## config.mk

```make
export PLATFORM = sky130hd
export DESIGN_NAME = led_sequencer
export DESIGN_NICKNAME = d
export VERILOG_FILES = /design/src/rtl/led_seq_pkg.sv /design/src/rtl/led_seq_prescaler.sv /design/src/rtl/led_sequencer.sv
export SDC_FILE = /design/constraint.sdc
export NUM_CORES = 1
export LEC_CHECK = 0
export BUFFER_PORTS_ARGS = -buffer_cell sky130_fd_sc_hd__buf_2
export CAP_MARGIN = 5
export CORE_ASPECT_RATIO = 0.8
export CORE_MARGIN = 2
export CORE_UTILIZATION = 55
export CTS_CLUSTER_DIAMETER = 120
export CTS_CLUSTER_SIZE = 16
export DETAILED_ROUTE_END_ITERATION = 7
export GPL_TIMING_DRIVEN = 0
export PLACE_DENSITY = 0.87
export SLEW_MARGIN = 20
export SYNTH_ARGS = -nofsm -noshare
export SYNTH_HDL_FRONTEND = slang
export SYNTH_SLANG_ARGS = --single-unit
```

## constraint.sdc

```tcl
create_clock -name clk -period 2.7 [get_ports clk]
set_input_delay 0.27 -clock clk [delete_from_list [all_inputs] [get_ports clk]]
set_output_delay 0.27 -clock clk [all_outputs]
set_load 0.02 [all_outputs]
```

## src/rtl/led_seq_pkg.sv

```systemverilog
// Shared types and defaults for the LED pattern sequencer.
package led_seq_pkg;
  typedef enum logic [1:0] {
    MODE_BOUNCE = 2'd0,
    MODE_ROTL   = 2'd1,
    MODE_ROTR   = 2'd2,
    MODE_FILL   = 2'd3
  } mode_e;

  localparam int N_LEDS_DEF   = 8;
  localparam int TICK_DIV_DEF = 12_500_000;
endpackage

```

## src/rtl/led_seq_prescaler.sv

```systemverilog
// Step-rate prescaler: period = max(1, TICK_DIV >> speed) cycles.
module led_seq_prescaler
  import led_seq_pkg::*;
#(
  parameter int TICK_DIV = TICK_DIV_DEF,
  parameter int SPEED_W  = 3
) (
  input  logic               clk,
  input  logic               rst,
  input  logic               run,
  input  logic [SPEED_W-1:0] speed,
  input  logic               clear,
  output logic               tick
);
  localparam int CW = $clog2(TICK_DIV + 1);
  localparam logic [CW-1:0] DIV = CW'(TICK_DIV);

  logic [CW-1:0] cnt_q, cnt_d;
  logic [CW-1:0] shifted, limit;

  // >= so that a speed-up below the current count ticks at once
  always_comb begin
    shifted = DIV >> speed;
    limit   = (shifted == '0) ? CW'(1) : shifted;
    tick    = run && !clear && (cnt_q >= limit - CW'(1));
    cnt_d   = cnt_q;
    if (clear || tick) cnt_d = '0;
    else if (run)      cnt_d = cnt_q + CW'(1);
  end

  always_ff @(posedge clk or posedge rst) begin
    if (rst) cnt_q <= '0;
    else     cnt_q <= cnt_d;
  end
endmodule

```

## src/rtl/led_sequencer.sv

```systemverilog
// N-wide LED pattern generator: bounce, rotate-left/right, bar-fill.
// Optional trail on BOUNCE/ROT patterns when LED_SEQ_TRAIL_EN is defined.
module led_sequencer
  import led_seq_pkg::*;
#(
  parameter int N_LEDS   = N_LEDS_DEF,
  parameter int TICK_DIV = TICK_DIV_DEF,
  parameter int SPEED_W  = 3
) (
  input  logic               clk,
  input  logic               rst,
  input  logic [1:0]         mode,
  input  logic [SPEED_W-1:0] speed,
  input  logic               run,
  output logic [N_LEDS-1:0]  leds,
  output logic               dir,
  output logic               wrap_pulse
);
  localparam int LW = $clog2(N_LEDS + 1);
  localparam logic [N_LEDS-1:0] LSB = N_LEDS'(1);
  localparam logic [N_LEDS-1:0] MSB = LSB << (N_LEDS - 1);

  mode_e             mode_q, mode_d;
  logic [N_LEDS-1:0] cur_q, cur_d;
  logic [LW-1:0]     level_q, level_d;
  logic              dir_q, dir_d;
  logic              wrap_q, wrap_d;
  logic              tick, reload;

  function automatic logic [N_LEDS-1:0] start_pat(mode_e m);
    unique case (m)
      MODE_ROTR: start_pat = MSB;
      MODE_FILL: start_pat = '0;
      default:   start_pat = LSB;
    endcase
  endfunction

  function automatic logic [N_LEDS-1:0] fill_mask(logic [LW-1:0] lv);
    for (int i = 0; i < N_LEDS; i++) fill_mask[i] = (LW'(i) < lv);
  endfunction

  function automatic logic is_onehot(logic [N_LEDS-1:0] v);
    is_onehot = (v != '0) && ((v & (v - LSB)) == '0);
  endfunction

  assign mode_d = mode_e'(mode);
  assign reload = (mode_d != mode_q);

  led_seq_prescaler #(
    .TICK_DIV (TICK_DIV),
    .SPEED_W  (SPEED_W)
  ) u_presc (
    .clk   (clk),
    .rst   (rst),
    .run   (run),
    .speed (speed),
    .clear (reload),
    .tick  (tick)
  );

  always_comb begin
    logic [N_LEDS-1:0] nxt;
    logic [LW-1:0]     lv;
    nxt     = '0;
    lv      = '0;
    cur_d   = cur_q;
    level_d = level_q;
    dir_d   = dir_q;
    wrap_d  = 1'b0;
    if (reload) begin
      cur_d   = start_pat(mode_d);
      dir_d   = (mode_d != MODE_ROTR);
      level_d = '0;
    end else if (tick) begin
      if (mode_q == MODE_FILL) begin
        lv      = dir_q ? level_q + LW'(1) : level_q - LW'(1);
        level_d = lv;
        cur_d   = fill_mask(lv);
        if (lv == LW'(N_LEDS) || lv == '0) begin
          dir_d  = !dir_q;
          wrap_d = 1'b1;
        end
      end else if (!is_onehot(cur_q)) begin
        cur_d = start_pat(mode_q);
        dir_d = (mode_q != MODE_ROTR);
      end else begin
        unique case (mode_q)
          MODE_BOUNCE: begin
            nxt   = dir_q ? cur_q << 1 : cur_q >> 1;
            cur_d = nxt;
            if (nxt == MSB || nxt == LSB) begin
              dir_d  = !dir_q;
              wrap_d = 1'b1;
            end
          end
          MODE_ROTL: begin
            nxt    = {cur_q[N_LEDS-2:0], cur_q[N_LEDS-1]};
            cur_d  = nxt;
            wrap_d = (nxt == LSB);
          end
          MODE_ROTR: begin
            nxt    = {cur_q[0], cur_q[N_LEDS-1:1]};
            cur_d  = nxt;
            wrap_d = (nxt == MSB);
          end
          MODE_FILL: begin
            cur_d = cur_q;
          end
        endcase
      end
    end
  end

  always_ff @(posedge clk or posedge rst) begin
    if (rst) begin
      mode_q  <= MODE_BOUNCE;
      cur_q   <= LSB;
      level_q <= '0;
      dir_q   <= 1'b1;
      wrap_q  <= 1'b0;
    end else begin
      mode_q  <= mode_d;
      cur_q   <= cur_d;
      level_q <= level_d;
      dir_q   <= dir_d;
      wrap_q  <= wrap_d;
    end
  end

  assign dir        = dir_q;
  assign wrap_pulse = wrap_q;

`ifdef LED_SEQ_TRAIL_EN
  logic [N_LEDS-1:0] prev_q, prev_d;
  logic [N_LEDS-1:0] leds_q, leds_d;
  logic [1:0]        duty_q, duty_d;

  // prev holds the LED lit before the last step; shown 1 cycle in 4
  always_comb begin
    duty_d = duty_q + 2'd1;
    prev_d = prev_q;
    if (reload)                         prev_d = '0;
    else if (tick && mode_q != MODE_FILL) prev_d = cur_q;
    if (mode_d == MODE_FILL) leds_d = cur_d;
    else leds_d = cur_d | (prev_d & {N_LEDS{duty_d == 2'd0}});
  end

  always_ff @(posedge clk or posedge rst) begin
    if (rst) begin
      prev_q <= '0;
      leds_q <= LSB;
      duty_q <= 2'd0;
    end else begin
      prev_q <= prev_d;
      leds_q <= leds_d;
      duty_q <= duty_d;
    end
  end

  assign leds = leds_q;
`else
  assign leds = cur_q;
`endif
endmodule

```

Yosys cells after proc, flatten, opt, wreduce, memory -nomap -nowiden
Cells that the tools add are included.

word-level totals
  register bits after elaboration = 40
  bits of input ports = 8
  output and inout bits = 10
  logic and storage cells = 85

cells by class
  add/subtract/negate cells = 5
  order comparisons = 9
  equality and inequality tests = 16
  shift operators = 1
  muxes and demuxes = 29
  bitwise logic cells = 1
  reductions and logical operators = 18

operators with widths
  cell                   count
  $mux 24                3
  $mux 8                 6
  $add 24x1->24 const B  1
  $ge 24x24->1           1
  $logic_not 24->1       1
  $pmux 8 s3             1
  $shr 24x3->24 const A  1
  $sub 24x1->24 const B  1
  $eq 8x1->1 const B     2
  $eq 8x8->1 const B     2
  $lt 3x4->1 const A     4
  $mux 4                 4
  $pmux 8 s2             1
  $mux 1                 13
  $and 8x8->8            1
  $eq 2x2->1 const B     4
  $logic_not 8->1        1
  $lt 1x4->1 const A     2
  $lt 2x4->1 const A     2
  $ne 4x2->1 const B     2
  $reduce_bool 8->1      1
  $sub 8x1->8 const B    1
  $reduce_bool 2->1      3
  $add 4x1->4 const B    1
  14 further kinds       20

Longest topological paths before layout
Gate-level depths: netlist of run 1.

  depth in word-level cells = 9
  mapped depth = 16
  depth with buffers taken out = 15

Hierarchy
A second synthesis of run 1 with hierarchy kept.

unflattened totals
  cells, all modules = 371
  area total of the unflattened synthesis = 3248.1 µm²

modules (own cells, without submodules)
  module             instances  cells each  area an instance (µm²)  sequential area each (µm²)
  led_seq_prescaler  1          225         1949.4                  600.6
  led_sequencer      1          146         1298.7                  402.9

Least setup slack after synthesis of run 1
Ideal clock, no wire load.

  path kind = input port to flip-flop
  from = input port speed[2]
  to = register dir_q (netlist: dir)
  setup time = 64 ps
  arrival time = 3119 ps
  data required time = 2636 ps
  setup slack = -483 ps
  cell stages on the path = 14
  path buffers = 2
  cell sequence = clkbuf_1 > clkbuf_1 > nand2_1 > ha_1 > o21ai_0 > a21oi_1 > ha_1 > o21a_1 > o211ai_1 > a31o_2 > a21oi_1 > o21ai_1 > or4_1 > nand3_1

on the way
  longest elaborated chain between the ends = 8

ends and longest elaborated chain
  item                                  line                     RTL
  start, declared                       led_sequencer.sv:13      input logic [SPEED_W-1:0] speed,
  $shr 24x3->24 *                       led_seq_prescaler.sv:23  shifted = DIV >> speed;
  $logic_not 24->1                      led_seq_prescaler.sv:24  limit = (shifted == '0) ? CW'(1) : shifted;
  $mux 24 *                             led_seq_prescaler.sv:24
  $sub 24x1->24 *                       led_seq_prescaler.sv:25  tick = run && !clear && (cnt_q >= limit - CW'(1));
  $ge 24x24->1 *                        led_seq_prescaler.sv:25
  $logic_and 1x1->1 *                   led_seq_prescaler.sv:25
  $reduce_bool 2->1 (no source line) *  n/a
  $reduce_and 4->1 (no source line) *   n/a
  end signal, assigned                  led_sequencer.sv:125     dir_q <= dir_d;
  end, declared                         led_sequencer.sv:26      logic dir_q, dir_d;

Every way passes the cells marked *; elsewhere a longest branch is shown, timed or not.
A chain may end at the register's enable or synchronous reset.

Worst setup path in the final report of run 1
  from = input port speed[2]
  to = register cur_q[4] (netlist: leds[4])

on the way
  longest elaborated chain between the ends = 7

ends and longest elaborated chain
  item                                  line                     RTL
  $shr 24x3->24 *                       led_seq_prescaler.sv:23
  $logic_not 24->1                      led_seq_prescaler.sv:24
  $mux 24 *                             led_seq_prescaler.sv:24
  $sub 24x1->24 *                       led_seq_prescaler.sv:25
  $ge 24x24->1 *                        led_seq_prescaler.sv:25
  $logic_and 1x1->1 *                   led_seq_prescaler.sv:25
  $reduce_bool 2->1 (no source line) *  n/a
  end signal, assigned                  led_sequencer.sv:123     cur_q <= cur_d;
  end, declared                         led_sequencer.sv:24      logic [N_LEDS-1:0] cur_q, cur_d;

Marks and branches as above.

==> results of run 1 <==
[area by class of cell]
| class | count | area share, % |
|---|---|---|
| tap | 78 | 2.47 |
| buffer | 20 | 4.06 |
| multi-input combinational | 300 | 57.6 |
| clock buffer | 5 | 1.74 |
| inverter | 16 | 1.52 |
| clock inverter | 3 | 1.08 |
| sequential | 40 | 25.4 |
| timing repair buffer | 32 | 6.12 |
[kinds of logic after synthesis]
| kind of cell | Yosys count |
|---|---|
| AO/OA/AOI/OAI | 83 |
| buffers and inverters | 36 |
| multiplexers | 9 |
| flip-flops | 40 |
| adder cells (fa/ha/maj) | 35 |
| XOR/XNOR | 29 |
| AND/OR/NAND/NOR | 144 |
[stage by stage]
stage	util (%)	hold slack, ns	cells	power (µW)	instance area (µm²)
floorplan	-	0.301	376	847	3310
global placement	62.7	0.435	469	907	3480
detailed placement	63.1	0.233	470	922	3500
CTS	66.0	0.118	482	1430	3670
global route	71.0	0.112	494	1550	3950
finish	71.0	0.116	494	1490	3950
[routing by layer]
layer	wire length (µm)	vias to the layer above	global-route usage [%]
met3	718	25	5.06
met5	0	-	0
met2	4070	173	39.5
li1	-	1423	-
met1	3810	1519	36.8
met4	142	0	5.13
[sequential cells by signal (all words and copies together) (netlist names)]
signal	cells
u_presc.cnt_q	24
leds	8
level_q	4
mode_q	2
dir	1
wrap_pulse	1
[where the power goes]
group          total [µW]  internal (µW)  switching [µW]
clock                 512            274             238
sequential            617            610            7.04
combinational         362            141             221
[worst max-delay path, stage by stage]
cell,delay [ns]
clkbuf_4,0.18
xor2_2,0.23
and2_1,0.19
ha_1,0.26
and2_0,0.18
a221o_1,0.32
a221oi_2,0.35
o21ai_4,0.17
o21ai_4,0.29
buf_8,0.18
mux2i_1,0.21
nor2_1,0.06
[synth_stat cells (all sizes together), types with 4 or more instances]
master,n,share of area (%)
nor2,50,5.8
dfrtp,38,29
nand2,38,4.4
ha,34,13
inv,16,1.9
o21ai,16,2.5
xor2,15,4.1
a21oi,14,2.2
xnor2,14,3.8
buf,10,2.0
clkbuf,10,1.2
o31ai,9,2.1
nand3,8,1.2
a211oi,7,1.6
a22oi,7,1.6
mux2i,7,2.2
nand4,7,1.4
and3,6,1.2
nor2b,6,1.2
nor3,6,0.93
and2,5,0.97
a21o,4,0.93
o211ai,4,0.93
or3,4,0.93
[worst max path at each step]
stage / from / end / slack, ns / cells past startpoint
floorplan: speed[1] / level_q[2] / -0.02 / 11
global placement: speed[0] / u_presc.cnt_q[18] / -0.49 / 16
detailed placement: speed[0] / u_presc.cnt_q[15] / -0.61 / 14
CTS: speed[0] / dir / 0.02 / 15
global route: speed[2] / level_q[2] / -0.12 / 12
finish: speed[2] / leds[4] / -0.02 / 12
[timing repair]
item | 4_1_cts | 5_1_grt
pin swaps | 3 | 18
hold endpoints to repair | 10 | 0
setup endpoints to repair | 31 | 28
hold buffers | 1 | 0
cloned | 0 | 1
gates resized for setup | 5 | 38
buffers inserted | 3 | 11
==> flow_summary.toml, run 1 <==
[run_status]
status = "finished, violations left"
violations = "negative setup slack"

[global_routing]
grt-ovfl-total = 0
grt_pass1_vias = 2748
antenna_found_initial = 0
grt_first_pass_wirelength_mm = 13.4
grt_max_degree = 30
track_usage_pct = 25.2

[clock_network]
cts_tree = "done"
clock-sinks = 40
clk_path_buf_depth = 2
worstSkewPairLatency_ns = 0.31
cts_buffers = 5
htreeDepth = 2
cts.clk_slew.worst_paths_ns = 0.09
root_buffer = "clkbuf_8"

[synth]
synth_mux_area_share_pct = 2.86
synthArstFlopShare_pct = 100
syn_inst = 376
synthAdderAreaFrac_pct = 13.7
yosysSeqAreaShare_pct = 31.0
synth_nets = 419
synth_edf_count = 0
synth-compound-area-share_pct = 18.4
synth_top_family_by_area = "simple AND/OR/NAND/NOR gates"
yosys_warnings = 0
synth-xor-area-share_pct = 7.84
ys_types = 62
synth_simple_gate_area_share_pct = 21.2
syn_area_mm2 = 0.00324
avgSynthCellArea_um2 = 8.62
synthFlopType = "dfrtp_1"
yosys_register_bits = 40

[floorplanning]
num_rows = 24
num_io_pins = 18
dieArea_mm2 = 0.00653
die_w_um = 89.8
core_mm2 = 0.00556
start_util_pct = 58.3
die_h_um = 72.7

[worst_setup_path]
critical_path.endpoint_type = "flop"
r2r_slack_ns = 0
critPathLaunchType = "input port"
r2r_cells = 9
worstPathMaxFanout = 9
cp.required_ns = 2.87
r2r_end = "leds[4]"
worstSetupPathType = "input port to flop"
cp.arrival_ns = 2.89
rr_startpoint = "u_presc.cnt_q[11]"

[timing]
finalWorstPathRequiredPeriod_ns = 2.72
fin_ws_ns = -0.0247
fin_crit_sh_pct = 101
fin_skew_ns = 0.0111
fmax_mhz = 367
hold_violations = 0
max-slew-margin-rel_pct = 59.7
setup_viol = 2
slew_violations = 0
tns_ns = -0.0381
worstMarginPinSlew_ns = 0.605

[hold_path]
worstHoldEndpoint = "mode_q[0]"
whs_path_depth = 1
hold_class = "input port to flop"
min_from = "mode[0]"

[detailed_routing]
wl_mm = 8.74
num_vias = 3140
drtPass1Iterations = 5
postRouteAntennaNets = 0
via_per_inst = 6.36
drt_iter0_drc = 438
wl_per_cell_um = 17.7
drc_errors = 0

[layout]
areaGrowthSynthToFinish_pct = 21.8
layout_commonest_cell = "nor2_1"
num-fill-cells = 371
multiInputGateArea_mm2 = 0.00227
layout_common_cells = "48 x nor2_1, 38 x dfrtp_1, 32 x nand2_1, 31 x ha_1, 17 x buf_4"
regArea_mm2 = 0.00100
layout.nets = 458
drive_above_1_share_pct = 21.4
antenna_cells = 0

[run]
cap_violations = 0

[pwr]
p_leak_uw = 0.00180
cellPowerDensity_mw_per_mm2 = 378
ir_drop_mv = 0.211

[placement]
dp_hpwl_mm = 5.56
place.gp.congestion = 0.896
io_buffer_count = 15
dp_worst_setup_slack_ns = -0.613
Power figures use the tool's default switching activity.
==> run 2, diff against run 1 <==
Settings changed: RECOVER_POWER set to 50, REMOVE_ABC_BUFFERS set to 1.
==> run 2 against run 1 <==
  * The flow finishes with violations (max-capacitance violations, max-slew violations)
  * Register-to-register slack improved by 0.11 ns
  * Clock power is 3% lower
  * Combinational power is 15% lower
  * First-iteration DRC count is 35% lower
  * Largest cell class unchanged
  * Largest power group unchanged
  * Highest routed layer unchanged
==> flow_summary.toml, run 2 (synthesis results as in run 1) <==
[hold_path]
whs_path_depth = 1
worstHoldEndpoint = "mode_q[0]"
hold_class = "input port to flop"
min_from = "mode[0]"

[timing]
worstMarginPinSlew_ns = 1.55
hold_violations = 0
fin_skew_ns = 0.0171
finalWorstPathRequiredPeriod_ns = 2.65
tns_ns = 0
setup_viol = 0
max-slew-margin-rel_pct = -3.24
fin_crit_sh_pct = 98.3
slew_violations = 35
fmax_mhz = 377

[detailed_routing]
num_vias = 2915
wl_per_cell_um = 16.7
drtPass1Iterations = 7
drc_errors = 0
drt_iter0_drc = 284
via_per_inst = 6.12
postRouteAntennaNets = 0
wl_mm = 7.96

[global_routing]
grt_first_pass_wirelength_mm = 12.9
grt.met3_usage_pct = 4.24
grt_max_degree = 35
use_met2_pct = 38.9
grt-ovfl-total = 0
grt_pass1_vias = 2762
busiest_layer = "met2"
met1_usage_pct = 33.8
antenna_found_initial = 0
track_usage_pct = 24.1

[clock_network]
cts.clk_slew.worst_paths_ns = 0.09
clock-sinks = 40
clk_path_buf_depth = 2
worstSkewPairLatency_ns = 0.30
cts_tree = "done"
htreeDepth = 2
cts_buffers = 5
root_buffer = "clkbuf_8"

[layout]
utilization_pct = 66.8
largest_reg_flops = 24
drive_above_1_share_pct = 16.6
largest-register = "u_presc.cnt_q"
layout_common_cells = "48 x nor2_1, 38 x dfrtp_1, 35 x nand2_1, 31 x ha_1"
areaGrowthSynthToFinish_pct = 14.5
antenna_cells = 0
layout.nets = 440
layout_commonest_cell = "nor2_1"

[run_status]
status = "finished, violations left"
violations = "max-capacitance violations, max-slew violations"

[worst_setup_path]
cp.required_ns = 2.94
crit_family = "simple AND/OR/NAND/NOR gates"
worstSetupPathType = "input port to flop"
rr_startpoint = "dir"
slowest_delay_ns = 0.56
crit_path_start = "speed[2]"
r2r_cells = 8
worstPathMaxFanout = 18
r2r_slack_ns = 0.11
r2r_end = "dir"
cp.buffers_inverters = 1
critPathLaunchType = "input port"
crit_slowest_cell = "or4_4"
cp.arrival_ns = 2.89
worstPathCellList = "buf_4 -> or2_4 -> nand2_1 -> nand2_1 -> ha_4 -> nand4_1 -> nor4_4 -> nand4_1 -> a21oi_4 -> o21ai_4 -> or4_4 -> nand3_1"
critical_path.endpoint_type = "flop"

[placement]
place.gp.congestion = 0.866
dp_hpwl_mm = 5.21
io_buffer_count = 17

[floorplanning]
dieArea_mm2 = 0.00653
die_h_um = 72.7
core_mm2 = 0.00556
num_rows = 24
num_io_pins = 18
start_util_pct = 58.3
die_w_um = 89.8

[pwr]
switching_share_pct = 30.3
clockPowerShare_pct = 34.7
cellPowerDensity_mw_per_mm2 = 387
seq_power_share_pct = 43.8
p_int_uw = 1000
power_switching_uw = 436
p_leak_uw = 0.00168
combPwrFrac_pct = 21.5
ir_drop_mv = 0.199

[run]
cap_violations = 1
[run 2: cell types whose count changed in the layout (fill, tap and decap cells not counted), sizes merged]
cell          change
clkbuf            -5
buf              -14
dlymetal6s4s      +1
[run 2: how the worst max path moves through the flow]
| stage | end | slack [ns] | cells past startpoint |
|---|---|---|---|
| detailed placement | u_presc.cnt_q[16] | -1.67 | 16 |
| global route | leds[5] | -0.04 | 12 |
| global placement | u_presc.cnt_q[17] | -1.58 | 16 |
| CTS | leds[5] | -0.005 | 12 |
| finish | dir | 0.05 | 12 |
| floorplan | u_presc.cnt_q[10] | -0.58 | 10 |
[run 2: metal layers]
metal  vias to the layer above  routed length, µm
met1                      1382               3660
met3                        16                532
met4                         0                129
met2                       133               3640
li1                       1384                  -
met5                         -                  0
[run 2: area by class of cell]
cell class / count / area [µm²]
Inverter: 16 / 62.6
Multi-Input combinational cell: 300 / 2200
Tap cell: 78 / 97.6
Sequential cell: 40 / 1000
Clock inverter: 3 / 42.5
Timing Repair Buffer: 34 / 231
Fill cell: 404 / 1850
Clock buffer: 5 / 68.8
[run 2: timing repair]
| action | 4_1_cts | 5_1_grt |
|---|---|---|
| hold endpoints to repair | 6 | 0 |
| pin swaps | 5 | 10 |
| hold buffers | 1 | 0 |
| setup endpoints to repair | 38 | 38 |
| gates resized for setup | 11 | 26 |
| cloned | 0 | 1 |
| buffers inserted | 9 | 5 |
[run 2: power by group through the flow]
| stage | registers, µW | clock network, µW | logic, µW |
|---|---|---|---|
| after floorplan | 643 | 0 | 177 |
| after global placement | 641 | 0 | 242 |
| after detailed placement | 643 | 0 | 256 |
| after CTS | 632 | 503 | 270 |
| after global routing | 630 | 526 | 338 |
| final | 630 | 498 | 308 |
[run 2: worst register-to-register path, cell delays in order, from the launching register on]
cell and delay, ns:
dfstp_2 0.61, inv_1 0.13, ha_1 0.38, xor2_1 0.25, nand3_1 0.19, nand2_1 0.12, o21ai_0 0.18, or4_4 0.57
nand3_1 0.11
[run 2: stage by stage]
stage,cells,instance area [µm²],hold WS (ns),power (µW),setup WS [ns]
final,476,3710,0.151,1440,0.0461
after detailed placement,452,3340,0.174,899,-1.67
after global placement,451,3320,0.431,883,-1.58
after floorplan,356,3140,0.301,820,-0.577
after global routing,476,3710,0.147,1490,-0.0382
after CTS,470,3570,0.122,1400,-0.00538
==> run 3, diff against run 2 <==
Settings changed: SETUP_SLACK_MARGIN set to 0.3.
==> run 3 against run 2 <==
  * The run now ends clean
  * Global-route usage is 4.4 points higher
  * Critical endpoint is now leds[7]
  * Die area unchanged
  * Critical path type unchanged
  * Setup slack improved by 0.035 ns
==> flow_summary.toml, run 3 (synthesis results as in run 1) <==
[layout]
drive_above_1_share_pct = 30.5
largest-register = "u_presc.cnt_q"
layout_commonest_cell = "dfrtp_1"
layout.nets = 465
antenna_cells = 0
areaGrowthSynthToFinish_pct = 29.0
largest_reg_flops = 24
final_area_mm2 = 0.00418
layout_common_cells = "36 x dfrtp_1, 35 x nor2_1, 33 x buf_4, 28 x ha_1, 27 x nand2_1"

[placement]
io_buffer_count = 17
placed_area_mm2 = 0.00334
dp_hpwl_mm = 5.21
place.gp.congestion = 0.866
dp_worst_setup_slack_ns = -1.67

[timing]
max-slew-margin-rel_pct = 55.0
rsz0062_at_grt = "true"
slew_violations = 0
fin_skew_ns = 0.0193
tns_ns = 0
setup_viol = 0
finalWorstPathRequiredPeriod_ns = 2.62
hold_violations = 0
fin_crit_sh_pct = 97.0
fmax_mhz = 382
fin_ws_ns = 0.0814
worstMarginPinSlew_ns = 0.675

[floorplanning]
dieArea_mm2 = 0.00653
num_io_pins = 18
start_util_pct = 58.3
num_rows = 24
die_h_um = 72.7
core_mm2 = 0.00556
die_w_um = 89.8

[run]
cap_violations = 0

[pwr]
p_leak_uw = 0.00186
ir_drop_mv = 0.302
cellPowerDensity_mw_per_mm2 = 369

[clock_network]
cts_tree = "done"
clk_path_buf_depth = 2
clock-sinks = 40
cts.clk_slew.worst_paths_ns = 0.09
cts_buffers = 5
worstSkewPairLatency_ns = 0.31
root_buffer = "clkbuf_8"
htreeDepth = 2

[detailed_routing]
drt_iter0_drc = 614
via_per_inst = 6.65
num_vias = 3330
wl_per_cell_um = 21.4
drtPass1Iterations = 5
postRouteAntennaNets = 0
wl_mm = 10.7
drc_errors = 0

[global_routing]
grt_pass1_vias = 3008
grt_max_degree = 35
grt_first_pass_wirelength_mm = 14.9
track_usage_pct = 28.5
grt-ovfl-total = 0
antenna_found_initial = 0

[worst_setup_path]
critPathLaunchType = "input port"
cp.required_ns = 2.88
worstPathMaxFanout = 10
critical_path.endpoint_type = "flop"
worstSetupPathType = "input port to flop"
cp.arrival_ns = 2.79

[hold_path]
hold_class = "input port to flop"

[run_status]
status = "complete, no violations"
[run 3: changes by cell type in the layout (fill, tap and decap cells not counted), sizes merged]
cell / before / now
buf: 28 / 54
dlymetal6s4s: 1 / 0
[run 3: area by class of cell]
class                   instances  area (µm²)
fillers                       323        1380
repair buffers                 59         492
flip-flops and latches         40        1010
clock inverters                 3        42.5
well taps                      78        97.6
inverters                      16        62.6
clock buffers                   5        68.8
multi-input cells             300        2410
[run 3: path summary, 6_finish.rpt]
check / endpoint / slack (ns) / cells after the start / from
setup / recovery: leds[7] / 0.08 / 13 / speed[2]
hold reg to reg: level_q[2] / 0.53 / 2 / level_q[2]
setup reg to reg: dir / 0.09 / 8 / dir
hold / removal: mode_q[0] / 0.15 / 1 / mode[0]
max in group asynchronous: leds[0] / 1.71 / 4 / rst
min in group asynchronous: leds[6] / 0.45 / 3 / rst
[run 3: per-layer routing]
| layer | vias up | track usage [%] | share of wire, % |
|---|---|---|---|
| met5 | - | 0 | 0 |
| met4 | 0 | 10.9 | 3.4 |
| met3 | 56 | 5.37 | 9.7 |
| met2 | 257 | 45.9 | 47 |
| met1 | 1580 | 39.0 | 40 |
| li1 | 1437 | - | - |
[run 3: critical path, cell delays in order]
cell and delay, ns:
buf_12 0.12, buf_4 0.16, nand2_2 0.13, nand2_2 0.10, ha_4 0.27, nand4_1 0.17
nor4_4 0.38, nand4_1 0.20, a21oi_4 0.25, o21ai_4 0.12, buf_6 0.15, buf_4 0.14
o31ai_1 0.35
[run 3: metrics by stage]
step | total power, µW | hold WS, ns | cells | utilization, %
after floorplan | 820 | 0.301 | 356 | -
after global placement | 883 | 0.431 | 451 | 59.8
after detailed placement | 899 | 0.174 | 452 | 60.1
after CTS | 1460 | 0.122 | 491 | 71.0
after global routing | 1590 | 0.144 | 501 | 75.2
final | 1540 | 0.149 | 501 | 75.2
[run 3: what timing repair did]
| action | CTS | global route |
|---|---|---|
| gates resized for setup | 53 | 43 |
| pin swaps | 24 | 18 |
| endpoints found under the setup margin | 38 | 38 |
| hold endpoints to repair | 6 | 0 |
| setup buffers | 28 | 10 |
| gates cloned | 2 | 0 |
| hold buffers | 1 | 0 |
[run 3: power by group]
group / internal (µW) / switching, µW / total [µW]
Sequential: 610 / 19.1 / 629
Combinational: 162 / 239 / 401
Clock: 274 / 239 / 513
Total: 1050 / 497 / 1540
